File: config.mk
export PLATFORM = sky130hd
export DESIGN_NAME = fetch_unit_flat
export DESIGN_NICKNAME = d
export VERILOG_FILES = /design/src/rtl/rv_pkg.sv /design/src/rtl/fetch_unit_if.sv /design/src/rtl/fetch_buffer.sv /design/src/rtl/fetch_unit.sv /design/src/flat_wrapper.sv
export SDC_FILE = /design/constraint.sdc
export NUM_CORES = 1
export LEC_CHECK = 0
export CAP_MARGIN = 15
export CORE_MARGIN = 2
export CORE_UTILIZATION = 54
export DETAILED_ROUTE_END_ITERATION = 16
export GPL_ROUTABILITY_DRIVEN = 0
export PLACE_DENSITY = 0.87
export SLEW_MARGIN = 20
export SYNTH_ARGS = -nofsm -noshare
export SYNTH_HDL_FRONTEND = slang
export SYNTH_SLANG_ARGS = --single-unit
File: constraint.sdc
create_clock -name clk -period 15.7 [get_ports clk]
set_input_delay 3.925 -clock clk [delete_from_list [all_inputs] [get_ports clk]]
set_output_delay 3.925 -clock clk [all_outputs]
set_load 0.03 [all_outputs]
File: src/rtl/rv_pkg.sv
// Shared RV32I definitions for the fetch path: opcodes, field positions,
// fetch FSM states and the buffered fetch entry.
package rv_pkg;

    localparam logic [6:0] OP_R      = 7'b0110011;
    localparam logic [6:0] OP_I      = 7'b0010011;
    localparam logic [6:0] OP_LOAD   = 7'b0000011;
    localparam logic [6:0] OP_STORE  = 7'b0100011;
    localparam logic [6:0] OP_BRANCH = 7'b1100011;
    localparam logic [6:0] OP_JAL    = 7'b1101111;

    localparam logic [31:0] NOP = 32'h0000_0013;

    localparam int OP_LSB   = 0;
    localparam int OP_MSB   = 6;
    localparam int F3_LSB   = 12;
    localparam int F3_MSB   = 14;
    localparam int F7B5_BIT = 30;

    typedef enum logic [1:0] {
        REQ,
        WAIT,
        DISCARD
    } fetch_state_e;

    typedef struct packed {
        logic [31:0] instr;
        logic [31:0] pc;
    } fetch_entry_t;

    function automatic logic [31:0] word_align(input logic [31:0] a);
        return {a[31:2], 2'b00};
    endfunction

endpackage

File: src/rtl/fetch_unit_if.sv
// Instruction-memory request/response channel plus the decode-facing
// instruction handshake. master = fetch unit, slave = memory/decode side.
interface fetch_unit_if;

    logic        imem_req_valid;
    logic        imem_req_ready;
    logic [31:0] imem_req_addr;
    logic        imem_rsp_valid;
    logic [31:0] imem_rsp_data;

    logic        instr_valid;
    logic        instr_ready;
    logic [31:0] instr;
    logic [31:0] instr_pc;
    logic [31:0] pc_plus4;
    logic [6:0]  op;
    logic [2:0]  funct3;
    logic        funct7b5;

    modport master (
        output imem_req_valid, imem_req_addr,
        input  imem_req_ready, imem_rsp_valid, imem_rsp_data,
        output instr_valid, instr, instr_pc, pc_plus4, op, funct3, funct7b5,
        input  instr_ready
    );

    modport slave (
        input  imem_req_valid, imem_req_addr,
        output imem_req_ready, imem_rsp_valid, imem_rsp_data,
        input  instr_valid, instr, instr_pc, pc_plus4, op, funct3, funct7b5,
        output instr_ready
    );

endinterface

File: src/rtl/fetch_buffer.sv
// Synchronous FIFO holding fetched {instr, pc} entries. Flush beats push;
// a pop in the flush cycle is simply absorbed by the flush.
module fetch_buffer #(
    parameter  int DEPTH  = 2,
    parameter  int DATA_W = 64,
    localparam int PTR_W  = (DEPTH > 1) ? $clog2(DEPTH) : 1,
    localparam int CNT_W  = PTR_W + 1
) (
    input  logic              clk,
    input  logic              reset,
    input  logic              i_push,
    input  logic              i_pop,
    input  logic              i_flush,
    input  logic [DATA_W-1:0] i_wdata,
    output logic [DATA_W-1:0] o_rdata,
    output logic [CNT_W-1:0]  o_count,
    output logic              o_full,
    output logic              o_empty
);

    logic [DATA_W-1:0] r_mem [DEPTH];
    logic [PTR_W-1:0]  r_rd_ptr;
    logic [PTR_W-1:0]  r_wr_ptr;
    logic [CNT_W-1:0]  r_count;
    logic              w_push;
    logic              w_pop;

    assign o_count = r_count;
    assign o_full  = (r_count == CNT_W'(DEPTH));
    assign o_empty = (r_count == '0);
    assign o_rdata = o_empty ? '0 : r_mem[r_rd_ptr];

    // A push into a full buffer is only legal when the head leaves in the same cycle.
    assign w_pop  = i_pop & ~o_empty;
    assign w_push = i_push & ~i_flush & (~o_full | w_pop);

    always_ff @(posedge clk) begin
        if (reset || i_flush) begin
            r_rd_ptr <= '0;
            r_wr_ptr <= '0;
            r_count  <= '0;
        end else begin
            if (w_push) r_wr_ptr <= r_wr_ptr + PTR_W'(1);
            if (w_pop)  r_rd_ptr <= r_rd_ptr + PTR_W'(1);
            r_count <= r_count + CNT_W'(w_push) - CNT_W'(w_pop);
        end
    end

    always_ff @(posedge clk) begin
        if (w_push) r_mem[r_wr_ptr] <= i_wdata;
    end

endmodule

File: src/rtl/fetch_unit.sv
// Instruction fetch: owns the PC, keeps at most one imem request in flight,
// buffers responses for decode and squashes wrong-path work on redirect.
module fetch_unit
    import rv_pkg::*;
#(
    parameter logic [31:0] RESET_PC  = 32'h0000_0000,
    parameter int          BUF_DEPTH = 2
) (
    input  logic        clk,
    input  logic        reset,
    input  logic        pc_src,
    input  logic [31:0] pc_target,
    output logic        misaligned,
    fetch_unit_if.master bus
);

    localparam int CNT_W = $clog2(BUF_DEPTH) + 1;

    fetch_state_e r_state, w_state_nxt;
    logic [31:0]  r_pc, w_pc_nxt;
    logic [31:0]  r_pc_inflight, w_pc_inflight_nxt;
    logic         r_misaligned;

    logic         w_req_hs;
    logic         w_push;
    logic         w_pop;
    logic         w_in_flight;
    logic [CNT_W-1:0] w_count;
    logic         w_full;
    logic         w_empty;
    fetch_entry_t w_wentry;
    fetch_entry_t w_head;

    // Only REQ can hold an outstanding slot, so the buffer count alone bounds issue.
    assign bus.imem_req_valid = ~reset & (r_state == REQ) & (w_count < CNT_W'(BUF_DEPTH));
    assign bus.imem_req_addr  = r_pc;
    assign w_req_hs           = bus.imem_req_valid & bus.imem_req_ready;

    always_comb begin
        w_state_nxt       = r_state;
        w_pc_nxt          = r_pc;
        w_pc_inflight_nxt = r_pc_inflight;
        w_push            = 1'b0;
        w_in_flight       = 1'b0;
        unique case (r_state)
            REQ: begin
                if (w_req_hs) begin
                    w_state_nxt       = WAIT;
                    w_pc_inflight_nxt = r_pc;
                    w_pc_nxt          = r_pc + 32'd4;
                    w_in_flight       = 1'b1;
                end
            end
            WAIT: begin
                w_in_flight = ~bus.imem_rsp_valid;
                if (bus.imem_rsp_valid) begin
                    w_push      = 1'b1;
                    w_state_nxt = REQ;
                end
            end
            DISCARD: begin
                w_in_flight = ~bus.imem_rsp_valid;
                if (bus.imem_rsp_valid) w_state_nxt = REQ;
            end
            default: w_state_nxt = REQ;
        endcase
        // Redirect wins: an outstanding request must drain through DISCARD.
        if (pc_src) begin
            w_pc_nxt    = word_align(pc_target);
            w_push      = 1'b0;
            w_state_nxt = w_in_flight ? DISCARD : REQ;
        end
    end

    always_ff @(posedge clk) begin
        if (reset) begin
            r_state       <= REQ;
            r_pc          <= word_align(RESET_PC);
            r_pc_inflight <= '0;
            r_misaligned  <= 1'b0;
        end else begin
            r_state       <= w_state_nxt;
            r_pc          <= w_pc_nxt;
            r_pc_inflight <= w_pc_inflight_nxt;
            if (pc_src && (pc_target[1:0] != 2'b00)) r_misaligned <= 1'b1;
        end
    end

    assign misaligned     = r_misaligned;
    assign w_pop          = bus.instr_valid & bus.instr_ready;
    assign w_wentry.instr = bus.imem_rsp_data;
    assign w_wentry.pc    = r_pc_inflight;

    fetch_buffer #(
        .DEPTH  (BUF_DEPTH),
        .DATA_W ($bits(fetch_entry_t))
    ) u_buf (
        .clk     (clk),
        .reset   (reset),
        .i_push  (w_push),
        .i_pop   (w_pop),
        .i_flush (pc_src),
        .i_wdata (w_wentry),
        .o_rdata (w_head),
        .o_count (w_count),
        .o_full  (w_full),
        .o_empty (w_empty)
    );

    assign bus.instr_valid = ~w_empty;
    assign bus.instr       = w_head.instr;
    assign bus.instr_pc    = w_head.pc;
    assign bus.pc_plus4    = w_head.pc + 32'd4;
    assign bus.op          = w_head.instr[OP_MSB:OP_LSB];
    assign bus.funct3      = w_head.instr[F3_MSB:F3_LSB];
    assign bus.funct7b5    = w_head.instr[F7B5_BIT];

    // Buffer full is already implied by the count check on issue; kept visible for debug.
    logic w_unused_full;
    assign w_unused_full = w_full;

endmodule

File: src/flat_wrapper.sv
// flat-port wrapper written by rule: the top's interface ports become plain ports
module fetch_unit_flat import rv_pkg::*;
#(
    parameter logic [31:0] RESET_PC  = 32'h0000_0000,
    parameter int          BUF_DEPTH = 2
)
  (clk, reset, pc_src, pc_target, misaligned, bus_imem_req_valid, bus_imem_req_addr, bus_imem_req_ready, bus_imem_rsp_valid, bus_imem_rsp_data, bus_instr_valid, bus_instr, bus_instr_pc, bus_pc_plus4, bus_op, bus_funct3, bus_funct7b5, bus_instr_ready);
  fetch_unit_if bus_i ();
  input  logic clk;
  input  logic reset;
  input  logic pc_src;
  input  logic [31:0] pc_target;
  output logic misaligned;
  output wire logic [$bits(bus_i.imem_req_valid)-1:0] bus_imem_req_valid;
  output wire logic [$bits(bus_i.imem_req_addr)-1:0] bus_imem_req_addr;
  input wire logic [$bits(bus_i.imem_req_ready)-1:0] bus_imem_req_ready;
  input wire logic [$bits(bus_i.imem_rsp_valid)-1:0] bus_imem_rsp_valid;
  input wire logic [$bits(bus_i.imem_rsp_data)-1:0] bus_imem_rsp_data;
  output wire logic [$bits(bus_i.instr_valid)-1:0] bus_instr_valid;
  output wire logic [$bits(bus_i.instr)-1:0] bus_instr;
  output wire logic [$bits(bus_i.instr_pc)-1:0] bus_instr_pc;
  output wire logic [$bits(bus_i.pc_plus4)-1:0] bus_pc_plus4;
  output wire logic [$bits(bus_i.op)-1:0] bus_op;
  output wire logic [$bits(bus_i.funct3)-1:0] bus_funct3;
  output wire logic [$bits(bus_i.funct7b5)-1:0] bus_funct7b5;
  input wire logic [$bits(bus_i.instr_ready)-1:0] bus_instr_ready;
  assign bus_imem_req_valid = bus_i.imem_req_valid;
  assign bus_imem_req_addr = bus_i.imem_req_addr;
  assign bus_i.imem_req_ready = bus_imem_req_ready;
  assign bus_i.imem_rsp_valid = bus_imem_rsp_valid;
  assign bus_i.imem_rsp_data = bus_imem_rsp_data;
  assign bus_instr_valid = bus_i.instr_valid;
  assign bus_instr = bus_i.instr;
  assign bus_instr_pc = bus_i.instr_pc;
  assign bus_pc_plus4 = bus_i.pc_plus4;
  assign bus_op = bus_i.op;
  assign bus_funct3 = bus_i.funct3;
  assign bus_funct7b5 = bus_i.funct7b5;
  assign bus_i.instr_ready = bus_instr_ready;
  fetch_unit #(.RESET_PC(RESET_PC), .BUF_DEPTH(BUF_DEPTH)) u_core (.clk(clk), .reset(reset), .pc_src(pc_src), .pc_target(pc_target), .misaligned(misaligned), .bus(bus_i));
endmodule
==> PnR_summary.wiki, run 1 <==
{| class="wikitable"
! Metric !! Value
|-
| Run status || finished clean
|-
| Cell variety after synth || 49
|-
| Site Rows || 46
|-
| Residual DRC count || 0
|-
| Clock tree skew after final layout || 0.00690 ns
|-
| Startpoint type of the worst setup path || primary input
|-
| Most common cell after layout, fill and taps aside || sky130_fd_sc_hd__clkdlybuf4s50_1
|-
| Critical path fanouts, max || 71
|-
| Via count || 6395
|-
| Post-synth EDFFs || 124
|-
| Share of the clock period used by the worst path after layout || 60.0%
|-
| Critical path start-end classification || in -> out
|-
| Ratio of routed vias to standard cells || 5.43
|-
| Total power divided by cell area || 92.4 nW/um^2
|-
| Number of antenna violations at the first check in global routing || 0
|-
| Number of setup violations in the final report || 0
|-
| Total cell area at the placement stage || 10700 um^2
|-
| Post-DP HPWL || 14.2 mm
|-
| Clock latency reported for the late side of the worst-skew pair || 0.42 ns
|-
| Critical path endpoint category || primary output
|-
| NumNets Final || 1024
|-
| Cts hold-fix bufs || 0
|-
| Min cycle time layout || 9.42 ns
|-
| Total of warnings raised by yosys || 0
|-
| Maximum number of pins on one net before global-route repair || 72
|-
| Design area || 11300 um^2
|-
| Die Height || 131 um
|-
| Leading cell types in the layout, fill and taps excluded || 204 x sky130_fd_sc_hd__clkdlybuf4s50_1, 124 x sky130_fd_sc_hd__edfxtp_1, 98 x sky130_fd_sc_hd__nand2_1, 87 x sky130_fd_sc_hd__nor2_1, 67 x sky130_fd_sc_hd__dfxtp_1
|-
| Maximum root-to-sink buffer count || 2
|-
| Required time at the endpoint of the critical path || 11.77 ns
|-
| Overall die area || 17000 um^2
|-
| Clock tree sinks || 192
|-
| Global routing usage on met3 || 6.03%
|-
| Starting Density || 54.9%
|-
| Number of top-level pins || 212
|-
| Post-CTS setup buffer count || 0
|-
| Area of the mapped netlist || 8650 um^2
|-
| Clock tree from TritonCTS || yes
|-
| Count of maximum capacitance violations || 0
|-
| Reg clk slew, reported paths || 0.06 ns
|-
| TritonCTS Buffers || 17
|-
| Setup repair after global routing missed its margin || false
|-
| Number of I/O port buffers || 205
|-
| Post-detailed-route wirelength per cell || 17.0 um
|-
| Hold violation total from the final report || 0
|-
| Max-slew violation count || 0
|-
| X dimension of the die || 131 um
|-
| Met2 track utilization from global routing || 37.9%
|-
| Core area || 15800 um^2
|-
| Worst slew margin relative to its limit || 30.2%
|-
| Seq/Total Area, Yosys || 58.8%
|-
| Maximum frequency from static timing analysis || 0.106 GHz
|-
| Overflow after GRT || 0
|-
| Area growth from synthesis to layout || 30.4%
|-
| Drt first pass iters || 7
|-
| Fin Setup TNS || 0 ns
|-
| First-iteration detailed-routing DRC count || 480
|-
| Async SR Flop Fraction || 0%
|-
| Buffer cell driving the clock tree root || sky130_fd_sc_hd__clkbuf_16
|-
| Antenna viol nets, final || 0
|-
| Inserted Diodes || 0
|-
| Slew at the pin closest to its max-slew limit || 1.04 ns
|-
| Wire length of the first global-routing pass || 30.2 mm
|-
| Max VDD drop || 0.0000789 V
|-
| Layout cell share with drive strength beyond 1 || 6.04%
|-
| Number of gates given a new drive strength after cts || 0
|-
| Static Leakage || 3.70 nW
|-
| Worst Path Arrival || 5.50 ns
|-
| Post-synth top flop || sky130_fd_sc_hd__edfxtp_1
|-
| Synth Register Bits || 192
|-
| Synthesized area per cell || 11.2 um^2
|-
| Post-synthesis cell count || 772
|-
| Worst hold path class || reg -> reg
|-
| Most Used Layer, Global Route || met2
|-
| All-Layer GR Usage || 23.0%
|-
| Overall power || 1.04 mW
|-
| Total wire length after detailed routing || 20.0 mm
|-
| Htree depth || 4
|-
| Number of global-route vias before repair || 5849
|-
| Global-route met1 utilization || 30.5%
|}
worst max-delay path: stages:
cell	delay (ns)
sky130_fd_sc_hd__buf_2	0.10
sky130_fd_sc_hd__buf_4	0.31
sky130_fd_sc_hd__nor3b_1	0.39
sky130_fd_sc_hd__clkdlybuf4s50_1	0.74
final timing paths:
kind                           from                      endpoint  slack (ns)  cells past startpoint
setup / recovery              reset            bus_imem_req_valid        6.28                      4
hold / removal    u_core.misaligned             u_core.misaligned        0.45                      2
setup reg to reg  u_core.r_state[0]  u_core.bus.imem_req_addr[18]       12.83                      7
hold reg to reg   u_core.misaligned             u_core.misaligned        0.45                      2
state kept, by name (all words and copies together) (netlist names), named ones only:
name,flops
u_core.u_buf.o_count,2
u_core.u_buf.r_mem,124
u_core.u_buf.r_wr_ptr,1
u_core.bus.imem_req_addr,30
u_core.misaligned,1
u_core.r_pc_inflight,30
u_core.u_buf.r_rd_ptr,1
u_core.r_state,2
cell usage after synthesis (all sizes together) (18+ instances only):
| cell type | number | area [um^2] |
|---|---|---|
| a211oi | 24 | 203 |
| nand2 | 98 | 368 |
| xor2 | 18 | 158 |
| xnor2 | 38 | 333 |
| buf | 36 | 255 |
| nor3 | 20 | 105 |
| clkbuf | 23 | 86.3 |
| nor2 | 88 | 333 |
| a21oi | 46 | 230 |
| mux2i | 60 | 601 |
| nand3 | 27 | 145 |
| dfxtp | 68 | 1360 |
| nor4 | 20 | 144 |
| edfxtp | 124 | 3720 |
cell families (layout without fill, tap and decap cells):
kind of cell	after synthesis	count (layout)	share of synthesized area (%)
XOR/XNOR	56	56	5.67
multiplexers	62	62	7.20
flip-flops	192	192	58.8
adder cells (fa/ha/maj)	6	6	0.868
other	1	6	0.0433
AO/OA/AOI/OAI	85	85	6.20
AND/OR/NAND/NOR	298	298	16.7
buffers and inverters	72	256	4.51
metal layers:
metal  share of wire (%)  vias to the layer above
li1                    -                     3094
met1                  43                     3017
met2                  48                      262
met3                 7.7                       22
met4                 1.2                        0
met5                   0                        -
where the power goes:
| group | switching [mW] | internal (mW) | total [mW] |
|---|---|---|---|
| clock network | 0.186 | 0.227 | 0.412 |
| registers | 0.0115 | 0.544 | 0.555 |
| logic | 0.0388 | 0.0350 | 0.0738 |
| total | 0.236 | 0.805 | 1.04 |
through the flow:
step / hold slack, ns / worst slack [ns] / std cells / util (%)
final: 0.452 / 6.28 / 1177 / 71.5
after CTS: 0.454 / 6.28 / 1177 / 71.5
after floorplan: 0.425 / 6.76 / 777 / -
after global routing: 0.465 / 6.18 / 1177 / 71.5
after global placement: 0.432 / 6.39 / 1145 / 67.9
after detailed placement: 0.442 / 6.30 / 1145 / 67.9
layout make-up:
cell class,count,area (um^2)
fill,1129,4490
multi-input combinational,513,3210
clock buffer,19,443
inverter,13,48.8
timing repair buffer,211,2090
tap,216,270
sequential,192,5090
clock inverter,13,130
(Power assumes the default switching activity.)
==> inputs of run 2 (changes only) <==
CORE_UTILIZATION = 50   (was 54)
PLACE_DENSITY = 0.82   (was 0.87)
clock period = 9.5 ns   (was 15.7 ns; I/O delays follow)
==> run 2 against run 1 <==
Routed wire length about the same; combinational power up 65%; via count down 0.30%; sequential share of layout area down 0.11 points; global-route usage down 0.73 points; non-clock buffer count up 1; first-iteration DRC count down 20%; hold slack worse by 0.0041 ns; critical endpoint is now bus_pc_plus4[24]; die area up 7.7%; sequential power up 65%; setup slack worse by 3.2 ns.
==> PnR_summary.wiki, run 2 (synthesized netlist as in run 1, its figures left out) <==
{| class="wikitable"
! Metric !! Value
|-
| Reg clk slew, reported paths || 0.07 ns (about the same)
|-
| Total wire length after detailed routing || 20.0 mm (about the same)
|-
| Buffer cell driving the clock tree root || sky130_fd_sc_hd__clkbuf_16
|-
| Final Worst Setup Slack || 3.06 ns (-3.21 ns)
|-
| Cell family with the largest share of critical-path delay || buffers and inverters
|-
| Core area || 17100 um^2 (+8.5%)
|-
| Wire length of the first global-routing pass || 31.6 mm (+4.6%)
|-
| Residual DRC count || 0 (unchanged)
|-
| Min-Delay Startpoint || u_core.misaligned
|-
| Run status || finished clean
|-
| Critical path fanouts, max || 51 (-28%)
|-
| Min cycle time layout || 6.44 ns
|-
| Crit path largest cell delay || 0.69 ns (-0.05 ns)
|-
| Cts hold-fix bufs || 0 (unchanged)
|-
| Total cell area at the placement stage || 10700 um^2 (+0.17%)
|-
| Maximum root-to-sink buffer count || 2 (unchanged)
|-
| Share of power burned in the clock network || 40.2% (+0.6 points)
|-
| Ratio of routed vias to standard cells || 5.37 (-1.1%)
|-
| Clock tree sinks || 192 (unchanged)
|-
| Die Height || 136 um (+3.8%)
|-
| Net Sw Power || 391 uW (+66%)
|-
| Count of fill cells added during filler insertion || 1316 (+17%)
|-
| Overall die area || 18400 um^2 (+7.7%)
|-
| Site Rows || 48 (+4.3%)
|-
| Number of global-route vias before repair || 5976 (+2.2%)
|-
| Buffers plus inverters on the worst setup path || 2 (-1)
|-
| TritonCTS Buffers || 17 (unchanged)
|-
| Flip-flop count of the largest register, all copies and words added || 124 (unchanged)
|-
| Static Leakage || 3.71 nW (+0.14%)
|-
| Overflow after GRT || 0 (unchanged)
|-
| Area growth from synthesis to layout || 30.7%
|-
| Hold violation total from the final report || 0 (unchanged)
|-
| Clock tree skew after final layout || 0.00607 ns (-0.000830 ns)
|-
| Most common cell after layout, fill and taps aside || sky130_fd_sc_hd__clkdlybuf4s50_1
|-
| Worst-case register-to-register setup slack || 6.71 ns (-6.12 ns)
|-
| Number of setup violations in the final report || 0 (unchanged)
|-
| Length in cells of the worst reg-to-reg path || 7 (unchanged)
|-
| Via count || 6376 (-0.30%)
|-
| Setup repair after global routing missed its margin || false
|-
| Worst slack, placed || 3.28 ns (-3.02 ns)
|-
| Clock tree from TritonCTS || yes
|-
| First-iteration detailed-routing DRC count || 382 (-20%)
|-
| Drt first pass iters || 5 (-2)
|-
| Maximum frequency from static timing analysis || 0.155 GHz
|-
| Worst Path Arrival || 4.06 ns (-1.44 ns)
|-
| Worst hold path class || reg -> reg
|-
| Capture endpoint of the worst hold path || u_core.misaligned
|-
| Htree depth || 4 (unchanged)
|-
| Post-DP HPWL || 13.9 mm (-2.2%)
|-
| Clock latency reported for the late side of the worst-skew pair || 0.43 ns (about the same)
|-
| Fin Setup TNS || 0 ns (unchanged)
|-
| Worst slew margin relative to its limit || 30.3% (about the same)
|-
| Overall power || 1.74 mW (+67%)
|-
| Capture instance of the worst register-to-register path || u_core.bus.imem_req_addr[18]
|-
| NumNets Final || 1025 (+0.098%)
|-
| Maximum number of pins on one net before global-route repair || 73 (+1.4%)
|-
| Top reg by flops || u_core.u_buf.r_mem
|-
| Count of maximum capacitance violations || 0 (unchanged)
|-
| Leading cell types in the layout, fill and taps excluded || 204 x sky130_fd_sc_hd__clkdlybuf4s50_1, 124 x sky130_fd_sc_hd__edfxtp_1, 98 x sky130_fd_sc_hd__nand2_1, 87 x sky130_fd_sc_hd__nor2_1, 67 x sky130_fd_sc_hd__dfxtp_1
|-
| Post-CTS setup buffer count || 0 (unchanged)
|-
| Flop pwr share || 52.8% (-0.5 points)
|-
| Max VDD drop || 0.000142 V (+80%)
|-
| Number of gates given a new drive strength after cts || 0 (unchanged)
|-
| Hold_ws || 0.448 ns (-0.00410 ns)
|-
| Slew at the pin closest to its max-slew limit || 1.04 ns (-0.000332 ns)
|-
| Startpoint type of the worst setup path || flip-flop
|-
| Number of instances on the worst hold path || 2 (unchanged)
|-
| Share of the clock period used by the worst path after layout || 67.8%
|-
| Critical Path, Cell by Cell || buf_4, nand3_1, a211oi_1, nand3_2, nor4_1, xor2_1, clkdlybuf4s50_1
|-
| Critical path start-end classification || reg -> out
|-
| Power share of the combinational group || 7.0% (about the same)
|-
| Layout cell share with drive strength beyond 1 || 6.13% (+0.098 points)
|-
| Antenna viol nets, final || 0 (unchanged)
|-
| Post-detailed-route wirelength per cell || 16.8 um (-0.85%)
|-
| Critical path endpoint category || primary output
|-
| X dimension of the die || 136 um (+3.8%)
|-
| Starting Density || 50.5% (-4.3 points)
|-
| Cell with the largest stage delay on the worst path || sky130_fd_sc_hd__buf_4
|-
| Required time at the endpoint of the critical path || 7.13 ns (-4.64 ns)
|-
| Crit Reg-Reg Startpoint || u_core.r_state[1]
|-
| Cell-internal power || 1.35 mW (+67%)
|-
| Total power divided by cell area || 154 nW/um^2 (+67%)
|-
| Number of I/O port buffers || 205 (unchanged)
|-
| Number of antenna violations at the first check in global routing || 0 (unchanged)
|-
| Design area || 11300 um^2 (+0.26%)
|-
| Max-slew violation count || 0 (unchanged)
|-
| Inserted Diodes || 0 (unchanged)
|-
| Number of top-level pins || 212 (unchanged)
|-
| Share of total power consumed by net switching || 22.5% (-0.20 points)
|-
| All-Layer GR Usage || 22.3% (-0.73 points)
|}
==> run 2: how the worst max path moves through the flow <==
| stage | endpoint | cells past startpoint |
|---|---|---|
| 3_5_place_dp | bus_imem_req_valid | 4 |
| 4_1_cts | bus_pc_plus4[24] | 7 |
| 5_1_grt | bus_pc_plus4[24] | 7 |
| 2_1_floorplan | u_core.u_buf.r_mem[0][10] | 3 |
| 6_report | bus_pc_plus4[24] | 7 |
| 3_3_place_gp | bus_imem_req_valid | 4 |
==> run 2: per-layer routing <==
layer | vias to the layer above | routed length (um) | track usage [%]
li1 | 3103 | - | -
met1 | 2967 | 8860 | 31.2
met2 | 270 | 9000 | 34.0
met3 | 36 | 1600 | 5.13
met4 | 0 | 493 | 8.74
met5 | - | 0 | 0
==> run 2: layout make-up <==
type                            count  area [um^2]  share of cell area [%]
Timing Repair Buffer              212         2100                    18.6
Sequential cell                   192         5090                    45.0
Multi-Input combinational cell    513         3210                    28.4
Clock inverter                     14          154                    1.36
Tap cell                          225          282                    2.49
Inverter                           13         48.8                   0.432
Clock buffer                       18          429                    3.80
==> run 2: power by group through the flow <==
stage               Clock [mW]  Sequential, mW  Combinational (mW)
global placement             0           0.935               0.120
finish                   0.700           0.918               0.122
floorplan                    0           0.948              0.0487
detailed placement           0           0.936               0.121
global route             0.741           0.920               0.132
CTS                      0.711           0.917               0.122
==> run 2: stage by stage <==
step                util, %  std cells
floorplan                 -        777
global placement       62.7       1155
detailed placement     62.7       1155
CTS                    66.1       1187
global route           66.1       1187
finish                 66.1       1187
==> run 2: worst reg2reg max path: cells and delay by family (launching register included) <==
kind	cells	cell delay [ns]
compound gates	1	0.21
xor+xnor	1	0.10
fa+ha+maj	1	0.24
buf+inv	1	0.09
flops	1	0.32
simple gates	3	1.75
